===== src/rtl/datapath_sequencer_if.sv =====
`default_nettype none
// +--------------------------------------------------------------------------+
// | Module      : riscv_pkg / datapath_sequencer_if                          |
// | Description : ALU operation encoding shared with DataPath, and the       |
// |               fetch-side / DataPath-side signal bundle of the sequencer. |
// | Revision    : 1.0 - initial release                                      |
// +--------------------------------------------------------------------------+

package riscv_pkg;
  localparam int XLEN = 32;

  typedef enum logic [3:0] {
    ALU_ADD  = 4'd0,
    ALU_SUB  = 4'd1,
    ALU_SLL  = 4'd2,
    ALU_SLT  = 4'd3,
    ALU_SLTU = 4'd4,
    ALU_XOR  = 4'd5,
    ALU_SRL  = 4'd6,
    ALU_SRA  = 4'd7,
    ALU_OR   = 4'd8,
    ALU_AND  = 4'd9
  } alu_op_t;
endpackage

interface datapath_sequencer_if #(
  parameter int CNT_W = 16
);
  // instruction handshake from fetch
  logic                 instr_valid;
  logic                 instr_ready;
  logic [31:0]          instr;
  // DataPath control
  logic [4:0]           rs1;
  logic [4:0]           rs2;
  logic [4:0]           rd;
  riscv_pkg::alu_op_t   alu_ctrl;
  logic                 reg_write;
  logic [1:0]           mem_to_reg;
  // status
  logic                 busy;
  logic                 illegal;
  logic [CNT_W-1:0]     retired_count;
  logic [CNT_W-1:0]     illegal_count;

  // fetch side / observer
  modport master (
    output instr_valid, instr,
    input  instr_ready, rs1, rs2, rd, alu_ctrl, reg_write, mem_to_reg,
           busy, illegal, retired_count, illegal_count
  );

  // sequencer side
  modport slave (
    input  instr_valid, instr,
    output instr_ready, rs1, rs2, rd, alu_ctrl, reg_write, mem_to_reg,
           busy, illegal, retired_count, illegal_count
  );
endinterface

`default_nettype wire


===== src/rtl/datapath_sequencer.sv =====
`default_nettype none
// +--------------------------------------------------------------------------+
// | Module      : datapath_sequencer                                         |
// | Description : Multi-cycle DECODE/EXECUTE/WRITEBACK controller driving    |
// |               the register-file/ALU DataPath for RV32 R-type words.      |
// |               Flags illegal encodings, counts retired instructions.      |
// | Revision    : 1.0 - initial release                                      |
// +--------------------------------------------------------------------------+

module datapath_sequencer
  import riscv_pkg::*;
#(
  parameter int XLEN  = riscv_pkg::XLEN,
  parameter int CNT_W = 16
) (
  input  logic                  clk,
  input  logic                  rst,
  datapath_sequencer_if.slave   bus
);

  localparam logic [6:0] c_opc_op  = 7'b0110011;
  localparam logic [6:0] c_f7_base = 7'b0000000;
  localparam logic [6:0] c_f7_alt  = 7'b0100000;

  typedef enum logic [1:0] {
    S_IDLE      = 2'd0,
    S_DECODE    = 2'd1,
    S_EXECUTE   = 2'd2,
    S_WRITEBACK = 2'd3
  } state_t;

  state_t            state_q, state_d;
  // RV32 instruction words are XLEN wide in this core
  logic [XLEN-1:0]   instr_q, instr_d;
  logic [4:0]        rs1_q, rs1_d;
  logic [4:0]        rs2_q, rs2_d;
  logic [4:0]        rd_q, rd_d;
  alu_op_t           alu_ctrl_q, alu_ctrl_d;
  logic              reg_write_q, reg_write_d;
  logic              illegal_q, illegal_d;
  logic [CNT_W-1:0]  retired_count_q, retired_count_d;
  logic [CNT_W-1:0]  illegal_count_q, illegal_count_d;

  logic              dec_legal;
  alu_op_t           dec_op;

  // Recognise the supported R-type encodings and pick the ALU operation.
  always_comb begin
    dec_legal = 1'b0;
    dec_op    = ALU_ADD;
    if (instr_q[6:0] == c_opc_op) begin
      case (instr_q[31:25])
        c_f7_base: begin
          dec_legal = 1'b1;
          case (instr_q[14:12])
            3'b000:  dec_op = ALU_ADD;
            3'b001:  dec_op = ALU_SLL;
            3'b010:  dec_op = ALU_SLT;
            3'b011:  dec_op = ALU_SLTU;
            3'b100:  dec_op = ALU_XOR;
            3'b101:  dec_op = ALU_SRL;
            3'b110:  dec_op = ALU_OR;
            default: dec_op = ALU_AND;
          endcase
        end
        c_f7_alt: begin
          case (instr_q[14:12])
            3'b000: begin
              dec_legal = 1'b1;
              dec_op    = ALU_SUB;
            end
            3'b101: begin
              dec_legal = 1'b1;
              dec_op    = ALU_SRA;
            end
            default: dec_legal = 1'b0;
          endcase
        end
        default: dec_legal = 1'b0;
      endcase
    end
  end

  // Next-state and next-output logic; DataPath controls hold unless reloaded.
  always_comb begin
    state_d         = state_q;
    instr_d         = instr_q;
    rs1_d           = rs1_q;
    rs2_d           = rs2_q;
    rd_d            = rd_q;
    alu_ctrl_d      = alu_ctrl_q;
    reg_write_d     = 1'b0;
    illegal_d       = 1'b0;
    retired_count_d = retired_count_q;
    illegal_count_d = illegal_count_q;

    case (state_q)
      S_IDLE: begin
        if (bus.instr_valid) begin
          instr_d = bus.instr;
          state_d = S_DECODE;
        end
      end
      S_DECODE: begin
        if (dec_legal) begin
          rs1_d      = instr_q[19:15];
          rs2_d      = instr_q[24:20];
          rd_d       = instr_q[11:7];
          alu_ctrl_d = dec_op;
          state_d    = S_EXECUTE;
        end else begin
          illegal_d       = 1'b1;
          illegal_count_d = illegal_count_q + CNT_W'(1);
          state_d         = S_IDLE;
        end
      end
      S_EXECUTE: begin
        // the write strobe is set up here so it is high for all of WRITEBACK;
        // x0 is never written
        reg_write_d = (rd_q != 5'd0);
        state_d     = S_WRITEBACK;
      end
      S_WRITEBACK: begin
        retired_count_d = retired_count_q + CNT_W'(1);
        state_d         = S_IDLE;
      end
      default: state_d = S_IDLE;
    endcase
  end

  // State and registered outputs; reset abandons any instruction in flight.
  always_ff @(posedge clk or posedge rst) begin
    if (rst) begin
      state_q         <= S_IDLE;
      instr_q         <= '0;
      rs1_q           <= 5'd0;
      rs2_q           <= 5'd0;
      rd_q            <= 5'd0;
      alu_ctrl_q      <= ALU_ADD;
      reg_write_q     <= 1'b0;
      illegal_q       <= 1'b0;
      retired_count_q <= '0;
      illegal_count_q <= '0;
    end else begin
      state_q         <= state_d;
      instr_q         <= instr_d;
      rs1_q           <= rs1_d;
      rs2_q           <= rs2_d;
      rd_q            <= rd_d;
      alu_ctrl_q      <= alu_ctrl_d;
      reg_write_q     <= reg_write_d;
      illegal_q       <= illegal_d;
      retired_count_q <= retired_count_d;
      illegal_count_q <= illegal_count_d;
    end
  end

  assign bus.instr_ready   = (state_q == S_IDLE);
  assign bus.busy          = (state_q != S_IDLE);
  assign bus.rs1           = rs1_q;
  assign bus.rs2           = rs2_q;
  assign bus.rd            = rd_q;
  assign bus.alu_ctrl      = alu_ctrl_q;
  assign bus.reg_write     = reg_write_q;
  assign bus.mem_to_reg    = 2'b00;   // only ALU results are written back
  assign bus.illegal       = illegal_q;
  assign bus.retired_count = retired_count_q;
  assign bus.illegal_count = illegal_count_q;

endmodule

`default_nettype wire


===== src/flat_wrapper.sv =====
// flat-port wrapper written by rule: the top's interface ports become plain ports
module datapath_sequencer_flat import riscv_pkg::*;
#(
  parameter int XLEN  = riscv_pkg::XLEN,
  parameter int CNT_W = 16
)
  (clk, rst, bus_instr_valid, bus_instr, bus_instr_ready, bus_rs1, bus_rs2, bus_rd, bus_alu_ctrl, bus_reg_write, bus_mem_to_reg, bus_busy, bus_illegal, bus_retired_count, bus_illegal_count);
  datapath_sequencer_if #(.CNT_W(CNT_W)) bus_i ();
  input  logic clk;
  input  logic rst;
  input wire logic [$bits(bus_i.instr_valid)-1:0] bus_instr_valid;
  input wire logic [$bits(bus_i.instr)-1:0] bus_instr;
  output wire logic [$bits(bus_i.instr_ready)-1:0] bus_instr_ready;
  output wire logic [$bits(bus_i.rs1)-1:0] bus_rs1;
  output wire logic [$bits(bus_i.rs2)-1:0] bus_rs2;
  output wire logic [$bits(bus_i.rd)-1:0] bus_rd;
  output wire logic [$bits(bus_i.alu_ctrl)-1:0] bus_alu_ctrl;
  output wire logic [$bits(bus_i.reg_write)-1:0] bus_reg_write;
  output wire logic [$bits(bus_i.mem_to_reg)-1:0] bus_mem_to_reg;
  output wire logic [$bits(bus_i.busy)-1:0] bus_busy;
  output wire logic [$bits(bus_i.illegal)-1:0] bus_illegal;
  output wire logic [$bits(bus_i.retired_count)-1:0] bus_retired_count;
  output wire logic [$bits(bus_i.illegal_count)-1:0] bus_illegal_count;
  assign bus_i.instr_valid = bus_instr_valid;
  assign bus_i.instr = bus_instr;
  assign bus_instr_ready = bus_i.instr_ready;
  assign bus_rs1 = bus_i.rs1;
  assign bus_rs2 = bus_i.rs2;
  assign bus_rd = bus_i.rd;
  assign bus_alu_ctrl = bus_i.alu_ctrl;
  assign bus_reg_write = bus_i.reg_write;
  assign bus_mem_to_reg = bus_i.mem_to_reg;
  assign bus_busy = bus_i.busy;
  assign bus_illegal = bus_i.illegal;
  assign bus_retired_count = bus_i.retired_count;
  assign bus_illegal_count = bus_i.illegal_count;
  datapath_sequencer #(.XLEN(XLEN), .CNT_W(CNT_W)) u_core (.clk(clk), .rst(rst), .bus(bus_i));
endmodule

===== config.mk =====
export PLATFORM = sky130hd
export DESIGN_NAME = datapath_sequencer_flat
export DESIGN_NICKNAME = d
export VERILOG_FILES = /design/src/rtl/datapath_sequencer_if.sv /design/src/rtl/datapath_sequencer.sv /design/src/flat_wrapper.sv
export SDC_FILE = /design/constraint.sdc
export NUM_CORES = 1
export LEC_CHECK = 0
export ABC_AREA = 1
export CELL_PAD_IN_SITES_DETAIL_PLACEMENT = 1
export CELL_PAD_IN_SITES_GLOBAL_PLACEMENT = 2
export CORE_ASPECT_RATIO = 1.75
export CORE_MARGIN = 4
export CORE_UTILIZATION = 27
export CTS_CLUSTER_DIAMETER = 60
export CTS_CLUSTER_SIZE = 28
export DETAILED_ROUTE_END_ITERATION = 10
export PLACE_DENSITY_LB_ADDON = 0.12
export SYNTH_ARGS = -nofsm -noshare
export SYNTH_HDL_FRONTEND = slang
export SYNTH_SLANG_ARGS = --single-unit

===== constraint.sdc =====
create_clock -name clk -period 2.8 [get_ports clk]
set_clock_uncertainty 0.2 [all_clocks]
set_input_delay 0.42 -clock clk [delete_from_list [all_inputs] [get_ports clk]]
set_output_delay 0.42 -clock clk [all_outputs]
set_load 0.02 [all_outputs]

==> results.md, run 1 <==
- Outcome: finished clean
- Critical path type: reg2out
- Max Slew Vio Count: 0
- Clock power frac: 0.383
- Least-Margin Pin Slew: 0.772 ns
- Commonest cells in the netlist: nand2_1, dfrtp_1, nor2_1
- Highest clock rate: 421 MHz
- Vias in the first global route: 3,676
- Core Region: 14,900 um^2
- Post-CTS Setup Repair Bufs: 0
- Hold Path Stages: 2
- Share of cells above drive strength 1: 0.117
- Antenna cells: 0
- Design Area, Final: 5490 um^2
- Clock slew seen by the registers of the worst setup and hold paths: 0.07 ns
- Gate count of the mapped netlist: 457
- Mapped cell area: 4130 um^2
- Final WL: 10.8 mm
- Via Count: 3,367
- Critical path required time: 2.18 ns
- Layout Nets: 586
- Die area: 17,400 um^2
- CP endpoint kind: output port
- Worst path max stage delay: 0.56 ns
- Routability cong.: 0.728
- Crit path max fanout: 5
- Htree depth: 3
- Die height: 172 um
- Post-synth EDFFs: 0
- Wire per inst: 14.6 um
- Startpoint types: flip-flop
- Hold Vio Cnt, Final: 0
- Yosys cell types: 25
- Met2 WL: 5.95 mm
- CTS tree: yes
- Antenna violations before repair: 0
- Hold Path Class: reg2reg
- Crit path DAT: 1.75 ns
- Area leader, netlist: dfrtp_1
- Reg power frac: 0.479
- # DRC: 0
- Fill cell count: 1,718
- Total negative slack: 0 ns
- I/O pin count: 92
- Pin count of the biggest net entering global routing: 88
- Sw frac: 0.277
- Critical-path cell list: nor2_1, inv_1, clkdlybuf4s50_1
- Seq/Total Area, Yosys: 0.528
- Period utilization: 0.847
- Clk sinks: 87
- Total GRT Usage: 0.134
- CP max-delay cell: clkdlybuf4s50_1
- Die width: 101 um
- Most common cell in the netlist: nand2_1
- Area Growth Syn to Fin: 32.9%
- NetSw: 0.000833 W
- Hold Path End: u_core.bus.rs2[3]$_DFFE_PP0P_
- # resized after CTS: 0
- FF+latch count, synth: 87
- DP Wirelength: 8.05 mm
- Placed cell area: 5200 um^2
- Final Setup Violations: 0
- Routed vias/inst: 4.57
- Post-DRT Antenna Nets: 0
- CTS Root Cell: clkbuf_16
- # rows: 59
- Async SR Flop Fraction: 1.00
- Combinational share of power: 0.137
- Top_reg_cell synth: dfrtp_1
- Hold_sp: u_core.bus.rs2[3]$_DFFE_PP0P_
- Yosys warns: 0
- R2R Path End: u_core.instr_q[31]$_DFFE_PP0P_
- Buffers on Ports: 89
- Met1 WL: 4.21 mm
- Worst reg-to-reg setup slack: 0.77 ns
- 1st-pass router iterations: 4
- Mean post-synth cell area: 9.03 um^2
- First-pass GRT wire length: 18.5 mm
- Top layer in use: met4
- Clock Path Buffers: 2
- Worst VDD drop: 0.252 mV
- Met3 routed WL: 476 um
- Hold buffers post-CTS: 0
- Leading post-synthesis cells by cell area: dfrtp_1, nand2_1, mux2_2
- Maxcap violations: 0
- Iteration-0 DRC Markers: 43
- Max_slew headroom: 0.484
- RSZ-0062 raised after global routing: no
- Tmin final: 2.37 ns
- Leak: 2.56 nW
- Gr ovfl total: 0
- P per Cell Area: 548 nW/um^2
- FF-to-FF path depth: 3
- Skew-Pair Late Insertion Delay: 0.34 ns
- Initial Util: 0.277
- Pint: 0.00218 W
- CTS buffer count: 9
- Synth top area share: 0.528
==> cell families after synthesis <==
logic type | after synthesis | share of synthesized area
AND/OR/NAND/NOR | 264 | 0.280
buffers and inverters | 46 | 0.0549
AO/OA/AOI/OAI | 9 | 0.0118
XOR/XNOR | 20 | 0.0424
multiplexers | 28 | 0.0764
flip-flops | 87 | 0.528
other | 1 | 0.000909
adder cells (fa/ha/maj) | 2 | 0.00606
==> final cells by class <==
type | instances | area, um^2 | share of cell area
clock buffer | 9 | 225 | 0.0411
timing repair buffer | 96 | 956 | 0.174
inverter | 30 | 116 | 0.0212
tap | 183 | 229 | 0.0417
multi-input combinational | 325 | 1730 | 0.315
clock inverter | 7 | 55.1 | 0.0100
sequential | 87 | 2180 | 0.397
==> power groups by stage <==
stage	combinational [W]	clock (W)	sequential, W
after floorplan	0.000224	0	0.00148
after global placement	0.000417	0	0.00146
after detailed placement	0.000426	0	0.00147
after CTS	0.000426	0.00121	0.00144
after global routing	0.000464	0.00125	0.00146
final	0.000413	0.00115	0.00144
==> how the worst max path moves through the flow <==
stage,to,slack [ns],depth (start not counted)
3_3_place_gp,u_core.instr_q[27]$_DFFE_PP0P_,0.60,3
6_report,bus_busy,0.43,3
4_1_cts,bus_busy,0.40,3
2_1_floorplan,u_core.instr_q[0]$_DFFE_PP0P_,0.96,4
3_5_place_dp,u_core.instr_q[21]$_DFFE_PP0P_,0.56,3
5_1_grt,bus_busy,0.31,3
==> per-layer routing <==
metal | up-vias | GRT usage
met5 | - | 0
met4 | 0 | 0.0434
met3 | 7 | 0.0264
met2 | 66 | 0.247
met1 | 1630 | 0.152
li1 | 1664 | -
==> critical path: cells and delay by family, from the launching register on <==
kind                   cells  cell delay (ns)
DFF                        1             0.45
and+or+nand+nor            1             0.29
buffers and inverters      2             0.68
==> cells in the final DEF, fill, tap and decap left out, types with 9 or more instances in the layout <==
master	instances
clkbuf_16	9
clkdlybuf4s50_1	89
dfrtp_1	87
inv_1	27
mux2_2	28
nand2_1	150
nand3_1	32
nand4_1	29
nor2_1	41
xnor2_1	10
xor2_1	10
==> through the flow <==
stage	cells	hold slack, ns	power (W)	util	worst slack [ns]
6_report	737	0.275	0.00301	0.368	0.427
5_1_grt	737	0.310	0.00318	0.368	0.311
4_1_cts	737	0.282	0.00308	0.368	0.402
3_5_place_dp	721	0.262	0.00189	0.349	0.564
3_3_place_gp	721	0.254	0.00188	0.349	0.605
2_1_floorplan	458	0.279	0.00171	-	0.965
==> state kept, by name, indices dropped and copies added, names as in the netlist, named ones only <==
name,cells
u_core.bus.illegal,1
u_core.bus.retired_count,16
u_core.bus.rs2,5
u_core.state_q,1
u_core.bus.alu_ctrl,4
u_core.instr_q,32
u_core.bus.rd,5
u_core.bus.illegal_count,16
u_core.bus.rs1,5
u_core.bus.reg_write,1
Power figures use the tool's default switching activity.
==> run 2, diff against run 1 <==
- clock period: 2.8 -> 2.1 ns (I/O delays scaled with it)
==> run 2 against run 1 <==
First-iteration DRC count increased by 84%. Non-clock buffer count is 10 higher. Global-route usage increased by 0.24 points. Cell area up 2.2%. Total power grew 39%. Highest routed layer unchanged.
==> results.md, run 2 (synthesis results as in run 1) <==
- Antenna cells: 0 (unchanged)
- Final WL: 11.1 mm (was 10.8 mm)
- Critical path type: reg2out (unchanged)
- Pin count of the biggest net entering global routing: 88 (unchanged)
- CP max-delay cell: clkdlybuf4s50_1 (unchanged)
- Skew-Pair Late Insertion Delay: 0.34 ns (about the same)
- Total negative slack: 0 ns (unchanged)
- Vias in the first global route: 3,840 (was 3,676)
- Crit path DAT: 1.45 ns (was 1.75 ns)
- Tmin final: 1.96 ns
- Placed cell area: 5290 um^2 (was 5200 um^2)
- Die area: 17,400 um^2 (unchanged)
- CP Launch Point: u_core.bus.illegal_count[7]$_DFFE_PP0P_
- CP endpoint: bus_illegal_count[7] (was bus_busy)
- CP endpoint kind: output port (unchanged)
- Area Growth Syn to Fin: 35.8% (was 32.9%)
- Total GRT Usage: 0.136 (was 0.134)
- DP Wirelength: 8.28 mm (was 8.05 mm)
- RSZ-0062 raised after global routing: no (unchanged)
- Cell family with most CP delay: buffers and inverters (unchanged)
- Largest register FFs: 32 (unchanged)
- Post-DRT Antenna Nets: 0 (unchanged)
- Commonest non-fill, non-tap cell in the layout: nand2_1 (unchanged)
- Via Count: 3,440 (was 3,367)
- WP depth: 1 (was 3)
- Worst path max stage delay: 0.65 ns (was 0.56 ns)
- Final Setup Violations: 0 (unchanged)
- Worst VDD drop: 0.338 mV (was 0.252 mV)
- Reg2Reg Launch Point: u_core.bus.illegal_count[0]$_DFFE_PP0P_
- Layout Nets: 596 (was 586)
- Critical-path cell list: clkdlybuf4s50_1 (was nor2_1, inv_1, clkdlybuf4s50_1)
- 1st-pass router iterations: 4 (unchanged)
- Worst reg-to-reg setup slack: 0.31 ns (was 0.77 ns)
- Leak: 2.63 nW (was 2.56 nW)
- CTS buffer count: 9 (unchanged)
- CP bufs+invs: 1 (was 2)
- Share of cells above drive strength 1: 0.133 (was 0.117)
- Crit path max fanout: 5 (unchanged)
- Hold Vio Cnt, Final: 0 (unchanged)
- Hold Path Class: in2async (was reg2reg)
- Initial Util: 0.277 (unchanged)
- Htree depth: 3 (unchanged)
- Wire per inst: 14.9 um (was 14.6 um)
- Commonest cells after routing, fill and taps aside: nand2_1, dfrtp_1, clkdlybuf4s50_1, nor2_1, nand3_1 (was nand2_1, clkdlybuf4s50_1, dfrtp_1, nor2_1, nand3_1)
- Antenna violations before repair: 0 (unchanged)
- R2R Path End: u_core.bus.illegal_count[10]$_DFFE_PP0P_ (was u_core.instr_q[31]$_DFFE_PP0P_)
- Dpl cells: 730 (was 721)
- Clock slew seen by the registers of the worst setup and hold paths: 0.07 ns (about the same)
- Startpoint types: flip-flop (unchanged)
- Die height: 172 um (unchanged)
- Clock Path Buffers: 2 (unchanged)
- Design Area, Final: 5600 um^2 (was 5490 um^2)
- Die width: 101 um (unchanged)
- Biggest register: u_core.instr_q (unchanged)
- First-pass GRT wire length: 18.9 mm (was 18.5 mm)
- Gr ovfl total: 0 (unchanged)
- Routed vias/inst: 4.61 (was 4.57)
- Buffers on Ports: 89 (unchanged)
- P per Cell Area: 748 nW/um^2 (was 548 nW/um^2)
- Fill cell count: 1,735 (was 1,718)
- Max Slew Vio Count: 0 (unchanged)
- Core Region: 14,900 um^2 (unchanged)
- # DRC: 0 (unchanged)
- Highest clock rate: 510 MHz
- Critical path required time: 1.58 ns (was 2.18 ns)
- Period utilization: 0.934
- Fin cells: 747 (was 737)
- Clk sinks: 87 (unchanged)
- # rows: 59 (unchanged)
- CTS Root Cell: clkbuf_16 (unchanged)
- Maxcap violations: 0 (unchanged)
- FF-to-FF path depth: 8 (was 3)
- I/O pin count: 92 (unchanged)
- Routability cong.: 0.718 (was 0.728)
- Total power: 0.00419 W (was 0.00301 W)
- Iteration-0 DRC Markers: 79 (was 43)
- CTS tree: yes (unchanged)
- Outcome: finished clean (unchanged)
run 2: per-layer routing:
metal | part of all wire | up-vias | wire [um] | global-route usage
met4 | 0.014 | 0 | 155 | 0.0417
met3 | 0.044 | 10 | 490 | 0.0296
met2 | 0.57 | 62 | 6310 | 0.266
li1 | - | 1673 | - | -
met1 | 0.37 | 1695 | 4150 | 0.141
met5 | 0 | - | 0 | 0
run 2: metrics by stage:
| step | utilization | setup WS [ns] | hold slack (ns) |
|---|---|---|---|
| floorplan | - | 0.265 | 0.240 |
| global placement | 0.354 | 0.286 | 0.254 |
| detailed placement | 0.354 | 0.252 | 0.263 |
| CTS | 0.376 | 0.106 | 0.280 |
| global route | 0.376 | 0.0788 | 0.309 |
| finish | 0.376 | 0.138 | 0.259 |
run 2: what timing repair did:
action / 4_1_cts / 5_1_grt
gates resized for setup: 2 / 0
hold buffers: 0 / 0
setup buffers: 1 / 0
setup endpoints to repair: 2 / 0
run 2: worst min-delay path by stage:
stage	startpoint	to	slack, ns	cells after the start
after floorplan	bus_instr_valid	u_core.state_q[0]$_DFFE_PP0P_	0.24	2
after global placement	u_core.bus.rs2[3]$_DFFE_PP0P_	u_core.bus.rs2[3]$_DFFE_PP0P_	0.25	2
after detailed placement	u_core.bus.rs1[2]$_DFFE_PP0P_	u_core.bus.rs1[2]$_DFFE_PP0P_	0.26	2
after CTS	u_core.bus.rs1[2]$_DFFE_PP0P_	u_core.bus.rs1[2]$_DFFE_PP0P_	0.28	2
after global routing	u_core.bus.rs1[2]$_DFFE_PP0P_	u_core.bus.rs1[2]$_DFFE_PP0P_	0.31	2
final	rst	u_core.bus.retired_count[8]$_DFFE_PP0N_	0.26	3
run 2: layout make-up:
| type | count | area (um^2) | area share |
|---|---|---|---|
| sequential | 87 | 2180 | 0.388 |
| multi-input combinational | 325 | 1730 | 0.308 |
| timing repair buffer | 106 | 1040 | 0.186 |
| clock buffer | 10 | 239 | 0.0426 |
| tap | 183 | 229 | 0.0409 |
| inverter | 30 | 116 | 0.0208 |
| clock inverter | 6 | 75.1 | 0.0134 |
run 2: report_power, final:
part	total (W)	switching [W]	internal (W)	leakage [nW]
combinational	0.000566	0.000282	0.000284	1.35
sequential	0.00192	0.000116	0.00181	1.13
clock	0.00170	0.000726	0.000975	0.152
total	0.00419	0.00112	0.00307	2.63
